--- src/rtl/mem_port_arbiter_if.sv ---
// Requester and memory-side signals of the shared program/data memory port.
// slave = arbiter view, master = requesters plus memory array view.
interface mem_port_arbiter_if #(
  parameter int unsigned ADDR_W = 16,
  parameter int unsigned DATA_W = 8
);
  localparam int unsigned NREQ = 3;

  // Requester side: 0 = instruction fetch, 1 = data access, 2 = loader/debug
  logic [NREQ-1:0]        req;
  logic [NREQ-1:0]        we;
  logic [NREQ-1:0]        lock;
  logic [NREQ*ADDR_W-1:0] addr;
  logic [NREQ*DATA_W-1:0] wdata;
  logic [NREQ-1:0]        gnt;
  logic [NREQ-1:0]        rvalid;
  logic [DATA_W-1:0]      rdata;
  logic [1:0]             owner;

  // Memory array side
  logic                   mem_en;
  logic                   mem_we;
  logic [ADDR_W-1:0]      mem_addr;
  logic [DATA_W-1:0]      mem_wdata;
  logic [DATA_W-1:0]      mem_rdata;

  modport slave (
    input  req, we, lock, addr, wdata, mem_rdata,
    output gnt, rvalid, rdata, owner, mem_en, mem_we, mem_addr, mem_wdata
  );

  modport master (
    output req, we, lock, addr, wdata, mem_rdata,
    input  gnt, rvalid, rdata, owner, mem_en, mem_we, mem_addr, mem_wdata
  );
endinterface

--- src/rtl/mem_port_arbiter.sv ---
// Round-robin arbiter with bounded burst lock sharing one single-port memory
// between instruction fetch, data access and the loader/debug port.
module mem_port_arbiter #(
  parameter int unsigned ADDR_W   = 16,
  parameter int unsigned DATA_W   = 8,
  parameter int unsigned MAX_HOLD = 4
) (
  input logic               clk,
  input logic               rst,
  mem_port_arbiter_if.slave bus
);
  localparam int unsigned NREQ   = 3;
  localparam int unsigned HOLD_W = $clog2(MAX_HOLD + 1);

  typedef enum logic {
    ARB = 1'b0,
    ACC = 1'b1
  } state_t;

  state_t            state;
  logic [1:0]        rr_last;
  logic              lock_prev;
  logic [HOLD_W-1:0] hold_cnt;

  logic [3:0]        req_ext_c;
  logic [3:0]        we_ext_c;
  logic [3:0]        lock_ext_c;
  logic [1:0]        rr_win_c;
  logic [1:0]        win_c;
  logic              locked_c;
  logic [ADDR_W-1:0] win_addr_c;
  logic [DATA_W-1:0] win_wdata_c;

  // Pad to 4 bits so a 2-bit requester index never selects out of range
  assign req_ext_c  = {1'b0, bus.req};
  assign we_ext_c   = {1'b0, bus.we};
  assign lock_ext_c = {1'b0, bus.lock};

  // First requesting index after the last winner, wrapping mod 3
  always_comb begin
    rr_win_c = 2'd0;
    case (rr_last)
      2'd0:    rr_win_c = bus.req[1] ? 2'd1 : (bus.req[2] ? 2'd2 : 2'd0);
      2'd1:    rr_win_c = bus.req[2] ? 2'd2 : (bus.req[0] ? 2'd0 : 2'd1);
      default: rr_win_c = bus.req[0] ? 2'd0 : (bus.req[1] ? 2'd1 : 2'd2);
    endcase
  end

  // Lock is honoured only while the hold budget lasts; at the limit rotation is forced
  always_comb begin
    locked_c = lock_prev && req_ext_c[bus.owner] && (hold_cnt < HOLD_W'(MAX_HOLD));
    win_c    = locked_c ? bus.owner : rr_win_c;
  end

  always_comb begin
    win_addr_c  = bus.addr[0 +: ADDR_W];
    win_wdata_c = bus.wdata[0 +: DATA_W];
    case (win_c)
      2'd1: begin
        win_addr_c  = bus.addr[ADDR_W +: ADDR_W];
        win_wdata_c = bus.wdata[DATA_W +: DATA_W];
      end
      2'd2: begin
        win_addr_c  = bus.addr[2*ADDR_W +: ADDR_W];
        win_wdata_c = bus.wdata[2*DATA_W +: DATA_W];
      end
      default: begin
        win_addr_c  = bus.addr[0 +: ADDR_W];
        win_wdata_c = bus.wdata[0 +: DATA_W];
      end
    endcase
  end

  always_ff @(posedge clk or negedge rst) begin
    if (!rst) begin
      state         <= ARB;
      rr_last       <= 2'd2;
      lock_prev     <= 1'b0;
      hold_cnt      <= '0;
      bus.gnt       <= '0;
      bus.rvalid    <= '0;
      bus.rdata     <= '0;
      bus.owner     <= 2'd0;
      bus.mem_en    <= 1'b0;
      bus.mem_we    <= 1'b0;
      bus.mem_addr  <= '0;
      bus.mem_wdata <= '0;
    end else begin
      bus.rvalid <= '0;
      case (state)
        ARB: begin
          if (bus.req != '0) begin
            bus.gnt       <= NREQ'(1) << win_c;
            bus.mem_en    <= 1'b1;
            bus.mem_we    <= we_ext_c[win_c];
            bus.mem_addr  <= win_addr_c;
            bus.mem_wdata <= win_wdata_c;
            bus.owner     <= win_c;
            rr_last       <= win_c;
            lock_prev     <= lock_ext_c[win_c];
            hold_cnt      <= locked_c ? hold_cnt + HOLD_W'(1) : HOLD_W'(1);
            state         <= ACC;
          end
        end
        ACC: begin
          // Memory data is captured here; the grant pulse shape doubles as the rvalid pattern
          if (!bus.mem_we) begin
            bus.rvalid <= bus.gnt;
            bus.rdata  <= bus.mem_rdata;
          end
          bus.gnt    <= '0;
          bus.mem_en <= 1'b0;
          bus.mem_we <= 1'b0;
          state      <= ARB;
        end
        default: state <= ARB;
      endcase
    end
  end

  a_gnt_onehot: assert property (@(posedge clk) disable iff (!rst) $onehot0(bus.gnt));
  a_rvalid_onehot: assert property (@(posedge clk) disable iff (!rst) $onehot0(bus.rvalid));
  a_en_with_gnt: assert property (@(posedge clk) disable iff (!rst) bus.mem_en == (bus.gnt != '0));
endmodule

--- src/flat_wrapper.sv ---
// flat-port wrapper written by rule: the top's interface ports become plain ports
module mem_port_arbiter_flat 
#(
  parameter int unsigned ADDR_W   = 16,
  parameter int unsigned DATA_W   = 8,
  parameter int unsigned MAX_HOLD = 4
)
  (clk, rst, bus_req, bus_we, bus_lock, bus_addr, bus_wdata, bus_mem_rdata, bus_gnt, bus_rvalid, bus_rdata, bus_owner, bus_mem_en, bus_mem_we, bus_mem_addr, bus_mem_wdata);
  mem_port_arbiter_if #(.ADDR_W(ADDR_W), .DATA_W(DATA_W)) bus_i ();
  input logic clk;
  input logic rst;
  input wire logic [$bits(bus_i.req)-1:0] bus_req;
  input wire logic [$bits(bus_i.we)-1:0] bus_we;
  input wire logic [$bits(bus_i.lock)-1:0] bus_lock;
  input wire logic [$bits(bus_i.addr)-1:0] bus_addr;
  input wire logic [$bits(bus_i.wdata)-1:0] bus_wdata;
  input wire logic [$bits(bus_i.mem_rdata)-1:0] bus_mem_rdata;
  output wire logic [$bits(bus_i.gnt)-1:0] bus_gnt;
  output wire logic [$bits(bus_i.rvalid)-1:0] bus_rvalid;
  output wire logic [$bits(bus_i.rdata)-1:0] bus_rdata;
  output wire logic [$bits(bus_i.owner)-1:0] bus_owner;
  output wire logic [$bits(bus_i.mem_en)-1:0] bus_mem_en;
  output wire logic [$bits(bus_i.mem_we)-1:0] bus_mem_we;
  output wire logic [$bits(bus_i.mem_addr)-1:0] bus_mem_addr;
  output wire logic [$bits(bus_i.mem_wdata)-1:0] bus_mem_wdata;
  assign bus_i.req = bus_req;
  assign bus_i.we = bus_we;
  assign bus_i.lock = bus_lock;
  assign bus_i.addr = bus_addr;
  assign bus_i.wdata = bus_wdata;
  assign bus_i.mem_rdata = bus_mem_rdata;
  assign bus_gnt = bus_i.gnt;
  assign bus_rvalid = bus_i.rvalid;
  assign bus_rdata = bus_i.rdata;
  assign bus_owner = bus_i.owner;
  assign bus_mem_en = bus_i.mem_en;
  assign bus_mem_we = bus_i.mem_we;
  assign bus_mem_addr = bus_i.mem_addr;
  assign bus_mem_wdata = bus_i.mem_wdata;
  mem_port_arbiter #(.ADDR_W(ADDR_W), .DATA_W(DATA_W), .MAX_HOLD(MAX_HOLD)) u_core (.clk(clk), .rst(rst), .bus(bus_i));
endmodule
--- config.mk ---
export PLATFORM = sky130hd
export DESIGN_NAME = mem_port_arbiter_flat
export DESIGN_NICKNAME = d
export VERILOG_FILES = /design/src/rtl/mem_port_arbiter_if.sv /design/src/rtl/mem_port_arbiter.sv /design/src/flat_wrapper.sv
export SDC_FILE = /design/constraint.sdc
export NUM_CORES = 1
export LEC_CHECK = 0
export CAP_MARGIN = 20
export CORE_ASPECT_RATIO = 0.75
export CORE_MARGIN = 8
export CORE_UTILIZATION = 38
export CTS_CLUSTER_DIAMETER = 50
export DETAILED_ROUTE_END_ITERATION = 7
export MAX_ROUTING_LAYER = met4
export PLACE_DENSITY = 0.8
export SYNTH_ARGS = -nofsm -noshare
export SYNTH_HDL_FRONTEND = slang
export SYNTH_SLANG_ARGS = --single-unit
--- constraint.sdc ---
create_clock -name clk -period 2.1 [get_ports clk]
set_input_delay 0.63 -clock clk [delete_from_list [all_inputs] [get_ports clk]]
set_output_delay 0.63 -clock clk [all_outputs]
set_load 0.03 [all_outputs]
==> metrics.csv, run 1 <==
stage;metric;value;unit
drt;vias;2358;
worst_setup_path;cp_slowest_cell;clkdlybuf4s50_1;
clocking;cts_buffer_depth;2;
clocking;cts-root-buf;clkbuf_8;
logic_synthesis;synth-main-ff-cell;dfrtp_1;
logic_synthesis;synth_edf_count;0;
place;gp_congestion;0.8766;
sta;slew_violations;0;
worst_setup_path;crit_path_end_kind;output port;
final_layout;syn_to_final_growth;75.80;%
logic_synthesis;async_flop_share;1.000;
drt;viasPerCell;5.071;
place;dp_hpwl;6222;um
pwr;p_int;3.446;mW
global_routing;grt_start_max_net_pins;49;
clocking;htreeDepth;2;
sta;rsz0062_at_grt;no;
final_layout;final_common_cell;clkdlybuf4s50_1;
global_routing;gr-usage-all-layers;0.1806;
drt;drt_iter0_markers;78;
pwr;p_sw_frac;0.4213;
pwr;seqPwrFrac;0.272;
sta;hold_viol_final;0;
hold_path;min_path_type;in -> async;
worst_setup_path;critPathLaunchType;register;
clocking;worstSkewPairLatency;300;ps
sta;fin_skew;11.38;ps
global_routing;grt-ovfl-total;0;
pwr;clockPowerShare;0.087;
sta;timing.final.crit_period;2008;ps
drt;drc_errors;0;
worst_setup_path;cp_max_fo;3;
final_layout;design_area;4100;sq um
outcome;status;finished, final reports clean;
clocking;clkSinkCount;48;
final_layout;num_antenna_cells;0;
logic_synthesis;yosysSeqAreaShare;0.5156;
floorplan;io_pins;133;
floorplan;core_area;5886;sq um
sta;slew_headroom;0.7715;
worst_setup_path;crit_chain;clkdlybuf4s50_1;
sta;tightest_slew;341.7;ps
place;port_buffers;132;
floorplan;initial_utilization;0.3963;
pwr;powerDensity;1453;nW/um^2
final_layout;final_nets;479;
drt;first_pass_iters;4;
place;post_dp_cell_area;3943;sq um
worst_setup_path;crit_start;u_core.bus.mem_we;
drt;ant_nets;0;
global_routing;grtUsageMet3;0.05787;
global_routing;antenna_found_initial;0;
global_routing;met1_usage;0.2095;
worst_setup_path;r2r-start;u_core.rr_last[0];
drt;routed_wirelength;7765;um
clocking;cts_buffers;5;
floorplan;die_w;106.5;um
worst_setup_path;arrival;1380;ps
floorplan;die_h;83.85;um
global_routing;grt_pass1_wl;12660;um
logic_synthesis;syn_area_per_cell;10.01;sq um
pwr;p_leak;1.710;nW
clocking;cts_tree;built;
logic_synthesis;synth_nets;325;
clocking;clk_pin_slew;90;ps
logic_synthesis;ys_ff_latch;48;
sta;fin_crit_sh;0.9560;
pwr;vdd_ir_drop_max;576.9;uV
pwr;netSwitchingPower;2.509;mW
job;drv_cap;0;
worst_setup_path;critical_path_class;reg -> out;
drt;detail_route.wl_per_cell;16.70;um
global_routing;grt_pass1_vias;2576;
sta;setup_violations;0;
final_layout;drive_gt1_frac;0.1628;
worst_setup_path;cp.buffers_inverters;1;
place;pre_cts_ws;-450.1;ps
pwr;power;5.956;mW
logic_synthesis;ys_warn_count;0;
sta;setup_ws;92.46;ps
logic_synthesis;syn_inst;233;
global_routing;busiest_layer;met2;
worst_setup_path;path_delay_family;buffers and inverters;
final_layout;final_cells;465;
floorplan;die-area;8926;sq um
sta;fmaxAchievable;0.4981;GHz
logic_synthesis;syn_area;2332;sq um
worst_setup_path;critical-path-max-stage-delay;700;ps
place;post-place-cells;454;
floorplan;std_cell_rows;24;
logic_synthesis;yosysUniqueCellTypes;34;
final_layout;most-common-layout-cells;clkdlybuf4s50_1 (126), dfrtp_1 (47), nor2_1 (34);
worst_setup_path;required;1470;ps
global_routing;gr-usage-met2;0.3005;
pwr;power.share.combinational;0.641;
synth_stat cells (all sizes together), types with 2 or more instances:
cell / instances / area, sq um
nor2: 35 / 131.4
clkbuf: 6 / 22.52
a31oi: 25 / 156.4
mux2: 11 / 123.9
buf: 12 / 100.1
nand2b: 2 / 12.51
and2: 3 / 18.77
a21oi: 2 / 10.01
nor2b: 3 / 18.77
dfrtp: 47 / 1176
or3: 2 / 12.51
nor3: 4 / 20.02
nand3: 3 / 15.01
inv: 3 / 11.26
nand2: 31 / 116.4
a2bb2oi: 2 / 35.04
o21ai: 6 / 30.03
a22oi: 25 / 197.7
power groups by stage:
stage	registers [mW]	logic (mW)	clock network, mW
after floorplan	2.31	1.36	0
after global placement	1.61	3.57	0
after CTS	1.62	3.86	0.538
final	1.62	3.82	0.520
after global routing	1.68	4.08	0.579
after detailed placement	1.63	3.63	0
routing by layer:
metal  vias up  part of all wire
met5         -                 0
met2       109              0.47
met4         0            0.0059
li1       1143                 -
met3         5             0.090
met1      1101              0.43
state kept, by name, summed over array words and instances, names as in the netlist:
| register | flops |
|---|---|
| u_core.bus.mem_addr | 16 |
| u_core.bus.mem_wdata | 8 |
| u_core.bus.rdata | 8 |
| u_core.bus.gnt | 3 |
| u_core.bus.rvalid | 3 |
| u_core.hold_cnt | 3 |
| u_core.rr_last | 2 |
| u_core.bus.mem_en | 1 |
| u_core.bus.mem_we | 1 |
| u_core.bus.owner | 1 |
| u_core.lock_prev | 1 |
| u_core.state | 1 |
area by class of cell:
| cell class | count | area (sq um) |
|---|---|---|
| clock buffer | 5 | 68.82 |
| clock inverter | 2 | 12.51 |
| fill | 485 | 1785 |
| inverter | 3 | 11.26 |
| multi-input combinational | 164 | 1035 |
| sequential | 48 | 1202 |
| tap | 78 | 97.59 |
| timing repair buffer | 165 | 1673 |
path summary, 6_finish.rpt:
kind | endpoint | slack (ps) | depth (start not counted)
worst min-delay path | u_core.bus.rdata[0] | 300 | 2
worst max register to register | u_core.bus.mem_addr[1] | 210 | 9
min in group clk | u_core.bus.rdata[2] | 510 | 1
worst min register to register | u_core.bus.rdata[2] | 510 | 1
max in group asynchronous | u_core.rr_last[1] | 1520 | 2
worst max-delay path | bus_mem_we | 90 | 1
through the flow:
step           TNS (ps)  hold WS (ps)    util
2_1_floorplan         0         334.4       -
3_3_place_gp      -9759         478.4  0.6699
3_5_place_dp     -12180         494.8  0.6699
4_1_cts               0         308.9  0.6969
5_1_grt               0         296.3  0.6966
6_report              0         301.8  0.6966
kinds of logic (layout without fill, tap and decap cells):
kind of cell | count (synthesis) | count (layout) | synth area share
simple gates | 85 | 85 | 0.1540
buf+inv | 21 | 175 | 0.05740
fa+ha+maj | 1 | 1 | 0.005364
flops | 48 | 48 | 0.5156
mux | 12 | 12 | 0.05740
compound gates | 66 | 66 | 0.2103
timing repair:
action | CTS | global route
gates cloned | 1 | 0
endpoints found under the setup margin | 30 | 29
gates resized for setup | 11 | 4
hold buffers | 0 | 0
pin swaps | 3 | 2
setup buffers | 3 | 0
Power figures use the tool's default switching activity.
==> inputs of run 2 (changes only) <==
- CAP_MARGIN: 20 -> not set
==> results of run 2 <==
Same layout as run 1: the final DEF is identical, and so are final timing and power.
==> inputs of run 3 (changes only) <==
- HOLD_SLACK_MARGIN: not set -> 0.1
==> results of run 3 <==
Same layout as run 1: the final DEF is identical, and so are final timing and power.
